**src/rtl/parser_rule_cfg_scheduler_if.sv**
```systemverilog
// Rule-write ingress and per-stage commit bus between the config front end,
// the scheduler and the parser stages.
interface parser_rule_cfg_scheduler_if #(
    parameter int NUM_STAGES = 4
);
    logic                  i_rule_wren;
    logic [31:0]           i_rule_addr;
    logic [31:0]           i_rule_wdata;
    logic [NUM_STAGES-1:0] i_stage_busy;
    logic [NUM_STAGES-1:0] o_stage_wren;
    logic [15:0]           o_stage_addr;
    logic [31:0]           o_stage_wdata;
    logic                  o_hold_req;
    logic                  o_cfg_pending;
    logic [15:0]           o_drop_cnt;
    logic                  o_overflow;

    modport master (
        output i_rule_wren, i_rule_addr, i_rule_wdata, i_stage_busy,
        input  o_stage_wren, o_stage_addr, o_stage_wdata, o_hold_req,
               o_cfg_pending, o_drop_cnt, o_overflow
    );

    modport slave (
        input  i_rule_wren, i_rule_addr, i_rule_wdata, i_stage_busy,
        output o_stage_wren, o_stage_addr, o_stage_wdata, o_hold_req,
               o_cfg_pending, o_drop_cnt, o_overflow
    );
endinterface

```
**src/rtl/parser_rule_cfg_scheduler.sv**
```systemverilog
// Buffers parser rule writes and commits each one to its stage only while that
// stage holds no PHV, requesting an upstream hold if the stage stays busy.
//
// state | meaning
// IDLE  | FIFO empty, nothing held
// LOAD  | head entry captured; validate stage index, clear wait timer
// WAIT  | waiting for the target stage to go idle; timer drives hold request
// WRITE | one-cycle strobe to the target stage; pops the next entry if present
module parser_rule_cfg_scheduler #(
    parameter int NUM_STAGES   = 4,
    parameter int FIFO_DEPTH   = 16,
    parameter int WAIT_TIMEOUT = 64
) (
    input logic                        i_clk,
    input logic                        i_rst_n,
    parser_rule_cfg_scheduler_if.slave bus
);
    localparam int PTR_W = (FIFO_DEPTH > 1) ? $clog2(FIFO_DEPTH) : 1;
    localparam int CNT_W = PTR_W + 1;
    localparam int TMR_W = $clog2(WAIT_TIMEOUT + 1);

    typedef enum logic [1:0] {IDLE, LOAD, WAIT, WRITE} state_t;

    typedef struct packed {
        logic [3:0]  stage;
        logic [15:0] offset;
        logic [31:0] data;
    } entry_t;

    entry_t                mem [FIFO_DEPTH];
    logic [PTR_W-1:0]      wr_ptr;
    logic [PTR_W-1:0]      rd_ptr;
    logic [CNT_W-1:0]      count;
    logic [CNT_W-1:0]      count_nxt;
    state_t                state;
    entry_t                held;
    logic [TMR_W-1:0]      timer;

    logic                  fifo_ne;
    logic                  push_ok;
    logic                  push_drop;
    logic                  pop;
    logic                  load_drop;
    logic                  goes_idle;
    logic [NUM_STAGES-1:0] stage_sel;
    logic [16:0]           drop_sum;
    logic                  unused_addr_bits;

    assign unused_addr_bits = ^bus.i_rule_addr[27:16];

    assign fifo_ne   = (count != '0);
    assign push_ok   = bus.i_rule_wren && (32'(count) < FIFO_DEPTH);
    assign push_drop = bus.i_rule_wren && !push_ok;
    // WRITE pops directly into LOAD so back-to-back commits take three cycles.
    assign pop       = fifo_ne && ((state == IDLE) || (state == WRITE));
    assign load_drop = (state == LOAD) && (32'(held.stage) >= NUM_STAGES);
    assign stage_sel = NUM_STAGES'(1) << held.stage;
    assign goes_idle = (((state == IDLE) || (state == WRITE)) && !fifo_ne) || load_drop;
    assign drop_sum  = {1'b0, bus.o_drop_cnt} + 17'(push_drop) + 17'(load_drop);

    always_comb begin
        count_nxt = count;
        if (push_ok && !pop) begin
            count_nxt = count + CNT_W'(1);
        end else if (!push_ok && pop) begin
            count_nxt = count - CNT_W'(1);
        end
    end

    always_ff @(posedge i_clk) begin
        if (push_ok) begin
            mem[wr_ptr] <= '{stage:  bus.i_rule_addr[31:28],
                             offset: bus.i_rule_addr[15:0],
                             data:   bus.i_rule_wdata};
        end
    end

    always_ff @(posedge i_clk or negedge i_rst_n) begin
        if (!i_rst_n) begin
            wr_ptr            <= '0;
            rd_ptr            <= '0;
            count             <= '0;
            bus.o_drop_cnt    <= '0;
            bus.o_overflow    <= 1'b0;
            bus.o_cfg_pending <= 1'b0;
        end else begin
            if (push_ok) begin
                wr_ptr <= wr_ptr + PTR_W'(1);
            end
            if (pop) begin
                rd_ptr <= rd_ptr + PTR_W'(1);
            end
            count <= count_nxt;
            if (push_drop) begin
                bus.o_overflow <= 1'b1;
            end
            bus.o_drop_cnt    <= drop_sum[16] ? 16'hFFFF : drop_sum[15:0];
            bus.o_cfg_pending <= (count_nxt != '0) || !goes_idle;
        end
    end

    always_ff @(posedge i_clk or negedge i_rst_n) begin
        if (!i_rst_n) begin
            state             <= IDLE;
            held              <= '0;
            timer             <= '0;
            bus.o_stage_wren  <= '0;
            bus.o_stage_addr  <= '0;
            bus.o_stage_wdata <= '0;
            bus.o_hold_req    <= 1'b0;
        end else begin
            case (state)
                IDLE: begin
                    if (fifo_ne) begin
                        held  <= mem[rd_ptr];
                        state <= LOAD;
                    end
                end
                LOAD: begin
                    if (load_drop) begin
                        state <= IDLE;
                    end else begin
                        timer <= '0;
                        state <= WAIT;
                    end
                end
                WAIT: begin
                    if ((bus.i_stage_busy & stage_sel) == '0) begin
                        bus.o_stage_wren  <= stage_sel;
                        bus.o_stage_addr  <= held.offset;
                        bus.o_stage_wdata <= held.data;
                        state             <= WRITE;
                    end else begin
                        if (32'(timer) < WAIT_TIMEOUT - 1) begin
                            timer <= timer + TMR_W'(1);
                        end
                        if (32'(timer) == WAIT_TIMEOUT - 1) begin
                            bus.o_hold_req <= 1'b1;
                        end
                    end
                end
                WRITE: begin
                    bus.o_stage_wren  <= '0;
                    bus.o_stage_addr  <= '0;
                    bus.o_stage_wdata <= '0;
                    bus.o_hold_req    <= 1'b0;
                    if (fifo_ne) begin
                        held  <= mem[rd_ptr];
                        state <= LOAD;
                    end else begin
                        state <= IDLE;
                    end
                end
                default: state <= IDLE;
            endcase
        end
    end
endmodule

```
**src/flat_wrapper.sv**
```systemverilog
// flat-port wrapper written by rule: the top's interface ports become plain ports
module parser_rule_cfg_scheduler_flat 
#(
    parameter int NUM_STAGES   = 4,
    parameter int FIFO_DEPTH   = 16,
    parameter int WAIT_TIMEOUT = 64
)
  (i_clk, i_rst_n, bus_i_rule_wren, bus_i_rule_addr, bus_i_rule_wdata, bus_i_stage_busy, bus_o_stage_wren, bus_o_stage_addr, bus_o_stage_wdata, bus_o_hold_req, bus_o_cfg_pending, bus_o_drop_cnt, bus_o_overflow);
  parser_rule_cfg_scheduler_if #(.NUM_STAGES(NUM_STAGES)) bus_i ();
  input logic i_clk;
  input logic i_rst_n;
  input wire logic [$bits(bus_i.i_rule_wren)-1:0] bus_i_rule_wren;
  input wire logic [$bits(bus_i.i_rule_addr)-1:0] bus_i_rule_addr;
  input wire logic [$bits(bus_i.i_rule_wdata)-1:0] bus_i_rule_wdata;
  input wire logic [$bits(bus_i.i_stage_busy)-1:0] bus_i_stage_busy;
  output wire logic [$bits(bus_i.o_stage_wren)-1:0] bus_o_stage_wren;
  output wire logic [$bits(bus_i.o_stage_addr)-1:0] bus_o_stage_addr;
  output wire logic [$bits(bus_i.o_stage_wdata)-1:0] bus_o_stage_wdata;
  output wire logic [$bits(bus_i.o_hold_req)-1:0] bus_o_hold_req;
  output wire logic [$bits(bus_i.o_cfg_pending)-1:0] bus_o_cfg_pending;
  output wire logic [$bits(bus_i.o_drop_cnt)-1:0] bus_o_drop_cnt;
  output wire logic [$bits(bus_i.o_overflow)-1:0] bus_o_overflow;
  assign bus_i.i_rule_wren = bus_i_rule_wren;
  assign bus_i.i_rule_addr = bus_i_rule_addr;
  assign bus_i.i_rule_wdata = bus_i_rule_wdata;
  assign bus_i.i_stage_busy = bus_i_stage_busy;
  assign bus_o_stage_wren = bus_i.o_stage_wren;
  assign bus_o_stage_addr = bus_i.o_stage_addr;
  assign bus_o_stage_wdata = bus_i.o_stage_wdata;
  assign bus_o_hold_req = bus_i.o_hold_req;
  assign bus_o_cfg_pending = bus_i.o_cfg_pending;
  assign bus_o_drop_cnt = bus_i.o_drop_cnt;
  assign bus_o_overflow = bus_i.o_overflow;
  parser_rule_cfg_scheduler #(.NUM_STAGES(NUM_STAGES), .FIFO_DEPTH(FIFO_DEPTH), .WAIT_TIMEOUT(WAIT_TIMEOUT)) u_core (.i_clk(i_clk), .i_rst_n(i_rst_n), .bus(bus_i));
endmodule
```
**config.mk**
```make
export PLATFORM = sky130hd
export DESIGN_NAME = parser_rule_cfg_scheduler_flat
export DESIGN_NICKNAME = d
export VERILOG_FILES = /design/src/rtl/parser_rule_cfg_scheduler_if.sv /design/src/rtl/parser_rule_cfg_scheduler.sv /design/src/flat_wrapper.sv
export SDC_FILE = /design/constraint.sdc
export NUM_CORES = 1
export LEC_CHECK = 0
export CORE_AREA = 2 2 383 385
export CTS_CLUSTER_SIZE = 16
export DETAILED_ROUTE_END_ITERATION = 8
export DIE_AREA = 0 0 385 387
export GPL_TIMING_DRIVEN = 1
export SYNTH_ARGS = -nofsm -noshare
export SYNTH_HDL_FRONTEND = slang
export SYNTH_SLANG_ARGS = --single-unit
```
**constraint.sdc**
```tcl
create_clock -name i_clk -period 3 [get_ports i_clk]
set_input_delay 0.75 -clock i_clk [delete_from_list [all_inputs] [get_ports i_clk]]
set_output_delay 0.75 -clock i_clk [all_outputs]
set_load 0.01 [all_outputs]
```
Yosys cells after proc, flatten, opt, wreduce, memory -nomap -nowiden
Memories as Yosys holds them, arrays and structs flattened. A register that Yosys moved wholly into a read port is not among the register bits.
Cells that the tools add are included.
Storage, ports and cells
  bits in read-only memories: 0
  RAM bits: 832
  bits of input ports: 71
  memories kept: 1
  latch bits: 0
  bits in registers: 93
Memory list
  u_core.mem: words 16, width 52, read ports 1, clocked after memory_dff 1, wr ports 1, line parser_rule_cfg_scheduler.sv:30  | entry_t mem [FIFO_DEPTH];
Operators by class
  multipliers: 0
  bitwise gates (word level): 1
  divide/modulo/power cells: 0
  reduce and logical (&&, ||, !) cells: 27
  shift operators: 1
  multiplexer cells: 23
  order comparisons: 3
  $add $sub $neg: 7
  eq/ne operators: 10
Operator list (count)
  $pmux 32 s2: 1
  $mux 16: 2
  $mux 32: 1
  $pmux 16 s2: 1
  $mux 7: 3
  $add 16x1->17: 1
  $add 17x1->17: 1
  $pmux 7 s2: 1
  $mux 5: 2
  $reduce_bool 5->1: 2
  $add 4x1->4 const B: 2
  $ne 2x1->1 const B: 4
  $pmux 2 s4: 1
  $pmux 4 s2: 1
  $add 7x1->7 const B: 1
  $eq 7x6->1 const B: 1
  $logic_and 1x1->1: 7
  $lt 7x6->1 const B: 1
  $mux 2: 3
  $reduce_and 2->1: 3
  $add 5x1->5 const B: 1
  $logic_not 1->1: 5
  $lt 5x5->1 const B: 1
  $mux 1: 5
  16 further kinds: 21

Longest topological paths before layout
Gate-level depths: netlist of the first run.
  word-level depth: 8
  mapped depth: 10

Least setup slack after synthesis of the first run
Ideal clock, no wire load.
  path type: input port to flip-flop
  start: input port bus_i_rule_wren
  end: memory u_core.mem[4][0] in the netlist's numbering, enable pin
  cell stages on the path: 5
  arrival time: 2.564 ns
  setup slack: 0.021 ns
  required time: 2.585 ns
  cells stage by stage: nor2b_1 -> buf_6 -> nand2_1 -> nor2_1 -> and2_1
On the way
  longest elaborated chain between the ends: 3
RTL lines
  start, declared: line flat_wrapper.sv:12  | input wire logic [$bits(bus_i.i_rule_wren)-1:0] bus_i_rule_wren;
  $logic_and 1x1->1: line parser_rule_cfg_scheduler.sv:52  | assign push_ok = bus.i_rule_wren && (32'(count) < FIFO_DEPTH);
  $mux 1: line parser_rule_cfg_scheduler.sv:71  | if (push_ok) begin
  $mux 1 (implied by the code): line parser_rule_cfg_scheduler.sv:72  | mem[wr_ptr] <= '{stage: bus.i_rule_addr[31:28],
  end, declared: line parser_rule_cfg_scheduler.sv:30
No other way between the ends.

Worst setup path in the final report of the first run
  start: register u_core.state[0]
  end: register u_core.held[49] in the netlist's numbering
On the way
  longest elaborated chain between the ends: 3
RTL lines
  start, declared: line parser_rule_cfg_scheduler.sv:35  | state_t state;
  start signal, assigned: line parser_rule_cfg_scheduler.sv:104  | state <= IDLE;
  start signal, assigned: line parser_rule_cfg_scheduler.sv:116  | state <= LOAD;
  start signal, assigned: line parser_rule_cfg_scheduler.sv:121  | state <= IDLE;
  $eq 2x2->1 or $logic_not 2->1 (tied branches): line parser_rule_cfg_scheduler.sv:112  | case (state)
  $reduce_or 2->1 (no source line) *
  $reduce_and 2->1 (no source line) *
  end signal, assigned: line parser_rule_cfg_scheduler.sv:115  | held <= mem[rd_ptr];
  end signal, assigned: line parser_rule_cfg_scheduler.sv:148  | held <= mem[rd_ptr];
  end, declared: line parser_rule_cfg_scheduler.sv:36  | entry_t held;
Mark *: on every way between the ends. The rest lies on a longest branch, timed or not.
A chain may end at the register's enable or synchronous reset.

==> results.sh, run 1 <==
export IMPL_hold_class="in -> async"
export IMPL_slew_viol_final=0
export IMPL_finalCritPeriodShare_pct=94.0
export IMPL_yosys_warnings=0
export IMPL_vias_per_cell=4.53
export IMPL_antenna_found_initial=17
export IMPL_total_power_mw=43.1
export IMPL_worstPathCellList="inv_1 > ha_1 > nor2_1 > nand2_4 > buf_4 > o22ai_1 > a21o_1"
export IMPL_grt_pass1_wl_um=129000
export IMPL_leakage_nw=15.3
export IMPL_peakVddDrop_mv=0.601
export IMPL_syn_inst=1754
export IMPL_rr_worst_depth=7
export IMPL_grt_ovfl_total=0
export IMPL_critPathBufInv=2
export IMPL_finish_net_count=2081
export IMPL_h_tree_depth=3
export IMPL_port_buffers=129
export IMPL_place_gp_congestion=0.780
export IMPL_grtUsageTotal_pct=11.6
export IMPL_status="complete, no violations"
export IMPL_dieArea_mm2=0.149
export IMPL_drive_above_1_share_pct=24.0
export IMPL_worstMarginPinSlew_ns=0.784
export IMPL_yosys_area_top_type_share_pct=66.8
export IMPL_crit_fanout=19
export IMPL_synth_cell_area_mm2=0.0374
export IMPL_cp_depth=7
export IMPL_cp_required_ns=3.62
export IMPL_num_rows=140
export IMPL_synth_async_sr_flop_share_pct=14.8
export IMPL_max_stage_delay_ns=0.54
export IMPL_cts_sinks=977
export IMPL_via_count=18100
export IMPL_slowest_stage="o22ai_1"
export IMPL_areaGrowthSynthToFinish_pct=21.9
export IMPL_timing_hold_violations_final=0
export IMPL_fin_tns_setup_ns=0
export IMPL_setup_violations=0
export IMPL_drt_wl_total_um=87400
export IMPL_yosysTopAreaCell="edfxtp_1"
export IMPL_cts_setup_buffers=0
export IMPL_fin_skew_ns=0.0315
export IMPL_crit_arrival_ns=3.44
export IMPL_drv_cap=0
export IMPL_yosys_most_used_dff="edfxtp_1"
export IMPL_clkSlewWorstSetupHoldPaths_ns=0.06
export IMPL_wl_per_cell_um=21.8
export IMPL_synth_cell_types=58
export IMPL_fill_cells=13700
export IMPL_synth_edf_count=832
export IMPL_synthTopCellsByArea="edfxtp_1 67%, mux4_2 13%, dfrtp_1 9.7%, mux2i_1 2.9%, a22o_1 1.1%"
export IMPL_slew_headroom_pct=47.7
export IMPL_clock_fmax_mhz=355
export IMPL_clockBufferDepth=3
export IMPL_fin_crit_ns=2.82
export IMPL_dp_hpwl_um=53900
export IMPL_ant_nets=0
export IMPL_cts_tree="built"
export IMPL_initialDrtViolationCount=1353
export IMPL_synth_avg_cell_area_um2=21.3
export IMPL_die_w_um=385
export IMPL_post_route_util_pct=31.5
export IMPL_synth_nets=1840
export IMPL_cts_inserted_buffers=100
export IMPL_path_class="reg -> reg"
export IMPL_ys_seq_area_share_pct=76.5
export IMPL_route_detailed_drc=0
export IMPL_cts_resized=0
export IMPL_crit_path_end_kind="flip-flop"
export IMPL_cts_hold_buf=0
export IMPL_ys_ff_latch=977
export IMPL_dieHeight_um=387
export IMPL_cts_root_buf="clkbuf_16"
export IMPL_setup_worst_path_start_class="flip-flop"
export IMPL_coreArea_mm2=0.145
export IMPL_start_util_pct=25.8
export IMPL_rsz0062_at_grt="no"
export IMPL_powerDensity_mw_per_mm2=946
export IMPL_crit_family="simple AND/OR/NAND/NOR gates"
export IMPL_drt_pass1_iterations=5
export IMPL_first_global_vias=19200
export IMPL_clk_latency_ns=0.71
export IMPL_num_io_pins=142
export IMPL_grt_max_degree=63
## logic make-up after synthesis
logic type / count (synthesis) / synth area share, %
AO/OA/AOI/OAI: 193 / 3.68
multiplexers: 318 / 15.5
XOR/XNOR: 18 / 0.422
adder cells (fa/ha/maj): 16 / 0.549
buffers and inverters: 99 / 1.35
AND/OR/NAND/NOR: 133 / 1.98
flip-flops: 977 / 76.5
## cells in the final DEF (no fill, tap or decap), types with 6 or more instances in the layout
master,count
a21o_1,42
a21oi_1,19
a22o_1,49
and2_4,16
buf_12,59
buf_4,41
bufinv_16,13
clkbuf_1,28
clkbuf_16,100
clkdlybuf4s50_1,128
clkinv_1,10
clkinv_2,19
dfrtp_1,141
edfxtp_1,832
ha_1,14
inv_1,9
mux2i_1,108
mux4_2,208
nand2_1,33
nand3_1,10
nand4_1,6
nor2_1,19
o21ai_0,20
o22ai_1,44
xnor2_1,11
xor2_1,7
## cell type report
type	instances	area (um2)	share of cell area, %
clock buffers	131	2650	5.81
repair buffers	229	2780	6.11
well taps	1917	2400	5.26
flip-flops and latches	977	28600	62.8
multi-input cells	678	8340	18.3
diodes	2	5.00	0.0110
clock inverters	59	754	1.66
inverters	9	33.8	0.0741
## power by group
group / switching, mW / internal (mW)
Sequential: 1.06 / 16.7
Clock: 5.30 / 7.43
Combinational: 6.58 / 6.05
## synthesized netlist by cell type (all sizes together), types with 7 or more instances
master,instances
edfxtp,832
mux4,208
dfrtp,145
mux2i,109
buf,60
a22o,49
o22ai,44
a21o,42
nand2,34
clkbuf,30
and2,20
o21ai,20
a21oi,19
nor2,19
ha,14
nand3,11
xnor2,11
inv,9
or3,9
xor2,7
## per-layer routing
metal  track usage, %  up-vias  wire length [um]
met5                0        -                94
met4             3.92       14              2310
met3             2.82      149              5610
met2             19.0      532             42400
met1             15.1     9681             37000
li1                 -     7761                 -
## sequential cells by signal, indices dropped and copies added, names as in the netlist, named ones only
signal / cells
u_core.bus.o_hold_req: 1
u_core.bus.o_stage_wren: 4
u_core.bus.o_overflow: 1
u_core.bus.o_stage_addr: 16
u_core.rd_ptr: 4
u_core.timer: 7
u_core.state: 1
u_core.bus.o_stage_wdata: 32
u_core.mem: 832
u_core.bus.o_drop_cnt: 16
u_core.count: 5
u_core.held: 52
u_core.bus.o_cfg_pending: 1
u_core.wr_ptr: 4
## worst paths after layout
path,from,end,slack (ns)
worst min register to register,u_core.held[14],u_core.held[14],0.48
worst max-delay path,u_core.state[0],u_core.held[49],0.18
worst max register to register,u_core.state[0],u_core.held[49],0.18
min in group i_clk,u_core.held[14],u_core.held[14],0.48
worst min-delay path,i_rst_n,async pin,0.10
max in group asynchronous,i_rst_n,u_core.bus.o_stage_addr[5],2.01
## metrics by stage
step | hold slack [ns] | std cells | area [um2] | worst slack, ns
2_1_floorplan | 0.450 | 1754 | 37400 | 0.0208
3_3_place_gp | 0.467 | 3810 | 42200 | -0.0826
6_report | 0.101 | 4002 | 45600 | 0.179
3_5_place_dp | 0.468 | 3810 | 42200 | -0.127
4_1_cts | 0.0824 | 4000 | 45600 | 0.168
5_1_grt | 0.124 | 4001 | 45600 | 0.0238
Note: power is estimated with default switching activity, not from simulation.
==> run 2: changes to the inputs <==
--- a/config.mk
+++ b/config.mk
@@ -5,11 +5,14 @@
 export SDC_FILE = /design/constraint.sdc
 export NUM_CORES = 1
 export LEC_CHECK = 0
+export CELL_PAD_IN_SITES_DETAIL_PLACEMENT = 0
+export CELL_PAD_IN_SITES_GLOBAL_PLACEMENT = 1
 export CORE_AREA = 2 2 383 385
 export CTS_CLUSTER_SIZE = 16
 export DETAILED_ROUTE_END_ITERATION = 8
 export DIE_AREA = 0 0 385 387
 export GPL_TIMING_DRIVEN = 1
+export PLACE_DENSITY_LB_ADDON = 0.1
 export SYNTH_ARGS = -nofsm -noshare
 export SYNTH_HDL_FRONTEND = slang
 export SYNTH_SLANG_ARGS = --single-unit
==> run 2 against run 1 <==
Clock power is 6% higher. Wire length is 16% higher. Power is 3.1% higher.
==> results.sh, run 2 (synthesis gave the netlist of run 1 again) <==
export IMPL_status="complete, no violations"
export IMPL_post_route_util_pct=31.7
export IMPL_clkSlewWorstSetupHoldPaths_ns=0.06
export IMPL_p_int_mw=30.9
export IMPL_coreArea_mm2=0.145
export IMPL_cts_tree="built"
export IMPL_cts_setup_buffers=0
export IMPL_h_tree_depth=3
export IMPL_timing_hold_violations_final=0
export IMPL_hold_class="in -> async"
export IMPL_first_global_vias=19700
export IMPL_num_rows=140
export IMPL_critPathBufInv=1
export IMPL_fin_skew_ns=0.0244
export IMPL_die_w_um=385
export IMPL_clockPowerShare_pct=30.4
export IMPL_leakage_nw=15.5
export IMPL_setup_worst_path_start_class="flip-flop"
export IMPL_switching_power_mw=13.6
export IMPL_dieHeight_um=387
export IMPL_peakVddDrop_mv=0.570
export IMPL_wl_per_cell_um=25.2
export IMPL_drt_pass1_iterations=5
export IMPL_max_stage_delay_ns=0.66
export IMPL_setup_violations=0
export IMPL_dp_hpwl_um=57100
export IMPL_largest_reg_flops=832
export IMPL_crit_path_end_kind="output port"
export IMPL_finish_net_count=2095
export IMPL_place_gp_congestion=0.692
export IMPL_route_detailed_drc=0
export IMPL_regMostFlops="u_core.mem"
export IMPL_worstPathCellList="clkdlybuf4s50_1"
export IMPL_crit_arrival_ns=1.82
export IMPL_slew_viol_final=0
export IMPL_areaGrowthSynthToFinish_pct=22.7
export IMPL_fin_crit_ns=2.57
export IMPL_grt_max_degree=52
export IMPL_cts_resized=0
export IMPL_worstMarginPinSlew_ns=0.665
export IMPL_clock_fmax_mhz=390
export IMPL_rsz0062_at_grt="no"
export IMPL_setup_ws_ns=0.435
export IMPL_num_io_pins=142
export IMPL_largestRegisters="u_core.mem: 832 flops, u_core.held: 52 flops, u_core.bus.o_stage_wdata: 32 flops"
export IMPL_via_count=18000
export IMPL_clk_latency_ns=0.72
export IMPL_initialDrtViolationCount=1290
export IMPL_crit_family="buffers and inverters"
export IMPL_port_buffers=129
export IMPL_vias_per_cell=4.48
export IMPL_drv_cap=0
export IMPL_cts_inserted_buffers=113
export IMPL_cts_root_buf="clkbuf_16"
export IMPL_cts_hold_buf=0
export IMPL_combPwrFrac_pct=29.6
export IMPL_crit_fanout=2
export IMPL_slowest_stage="clkdlybuf4s50_1"
export IMPL_cts_sinks=977
export IMPL_drive_above_1_share_pct=24.3
export IMPL_dieArea_mm2=0.149
export IMPL_finalCritPeriodShare_pct=85.5
export IMPL_grtUsageTotal_pct=13.7
export IMPL_clockBufferDepth=3
export IMPL_layout_common_cells="832 x edfxtp_1, 208 x mux4_2, 141 x dfrtp_1"
export IMPL_powerDensity_mw_per_mm2=969
export IMPL_start_util_pct=25.8
export IMPL_switching_share_pct=30.5
export IMPL_final_common_cell="edfxtp_1"
export IMPL_seqPwrFrac_pct=40.0
export IMPL_drt_wl_total_um=101000
export IMPL_hold_slack_ns=0.0616
export IMPL_dp_slack_ns=-0.0634
export IMPL_grt_pass1_wl_um=145000
export IMPL_cp_required_ns=2.25
export IMPL_ant_nets=0
export IMPL_antenna_found_initial=11
export IMPL_path_class="reg -> out"
export IMPL_slew_headroom_pct=55.7
export IMPL_total_power_mw=44.5
export IMPL_grt_ovfl_total=0
-- run 2: cell count changes in the layout (fill, tap and decap cells not counted), sizes merged --
cell      change
bufinv        -7
clkbuf       +33
inv           -5
clkinvlp      -4
diode         -1
clkinv        +7
buf           +1
-- run 2: worst paths after layout --
check	slack [ns]	startpoint	depth (start not counted)	to
max	0.43	u_core.bus.o_stage_wdata[15]	1	bus_o_stage_wdata[15]
min	0.06	i_rst_n	1	u_core.timer[5]
max reg2reg	0.52	u_core.state[0]	7	u_core.bus.o_cfg_pending
min reg2reg	0.47	u_core.bus.o_overflow	1	u_core.bus.o_overflow
max in group asynchronous	2.20	i_rst_n	2	u_core.held[32]
min in group i_clk	0.47	u_core.bus.o_overflow	1	u_core.bus.o_overflow
-- run 2: layer usage --
metal / up-vias / track usage (%) / part of all wire (%)
met5: - / 0 / 0.019
met4: 4 / 3.78 / 1.9
met3: 138 / 2.50 / 4.5
met2: 368 / 21.9 / 47
met1: 9716 / 19.0 / 46
li1: 7800 / - / -
-- run 2: power groups by stage --
stage               clock [mW]  sequential (mW)  combinational [mW]
floorplan                    0             17.7                8.41
global placement             0             18.0                13.5
detailed placement           0             18.1                13.6
CTS                       14.0             17.8                13.6
global route              14.5             18.0                14.3
finish                    13.5             17.8                13.2
-- run 2: stage by stage --
step	area (um2)	std cells	setup TNS [ns]
CTS	45900	4025	0
floorplan	37400	1754	0
detailed placement	42200	3811	-0.117
global route	45900	4025	0
finish	45900	4026	0
global placement	42200	3811	-0.0852
-- run 2: worst reg2reg max path, cell delays in order (launching register included) --
cell	delay, ns
dfrtp_1	0.42
inv_1	0.11
ha_1	0.54
nor2_1	0.16
buf_4	0.21
maj3_1	0.38
a222oi_1	0.35
nand4bb_1	0.17
-- run 2: area by class of cell --
class,count,area (um2)
Antenna cell,1,2.50
Timing Repair Buffer,230,2820
Multi-Input combinational cell,678,8330
Fill cell,13800,99000
Inverter,9,33.8
Sequential cell,977,28600
Clock buffer,164,3290
Clock inverter,50,388
Tap cell,1917,2400
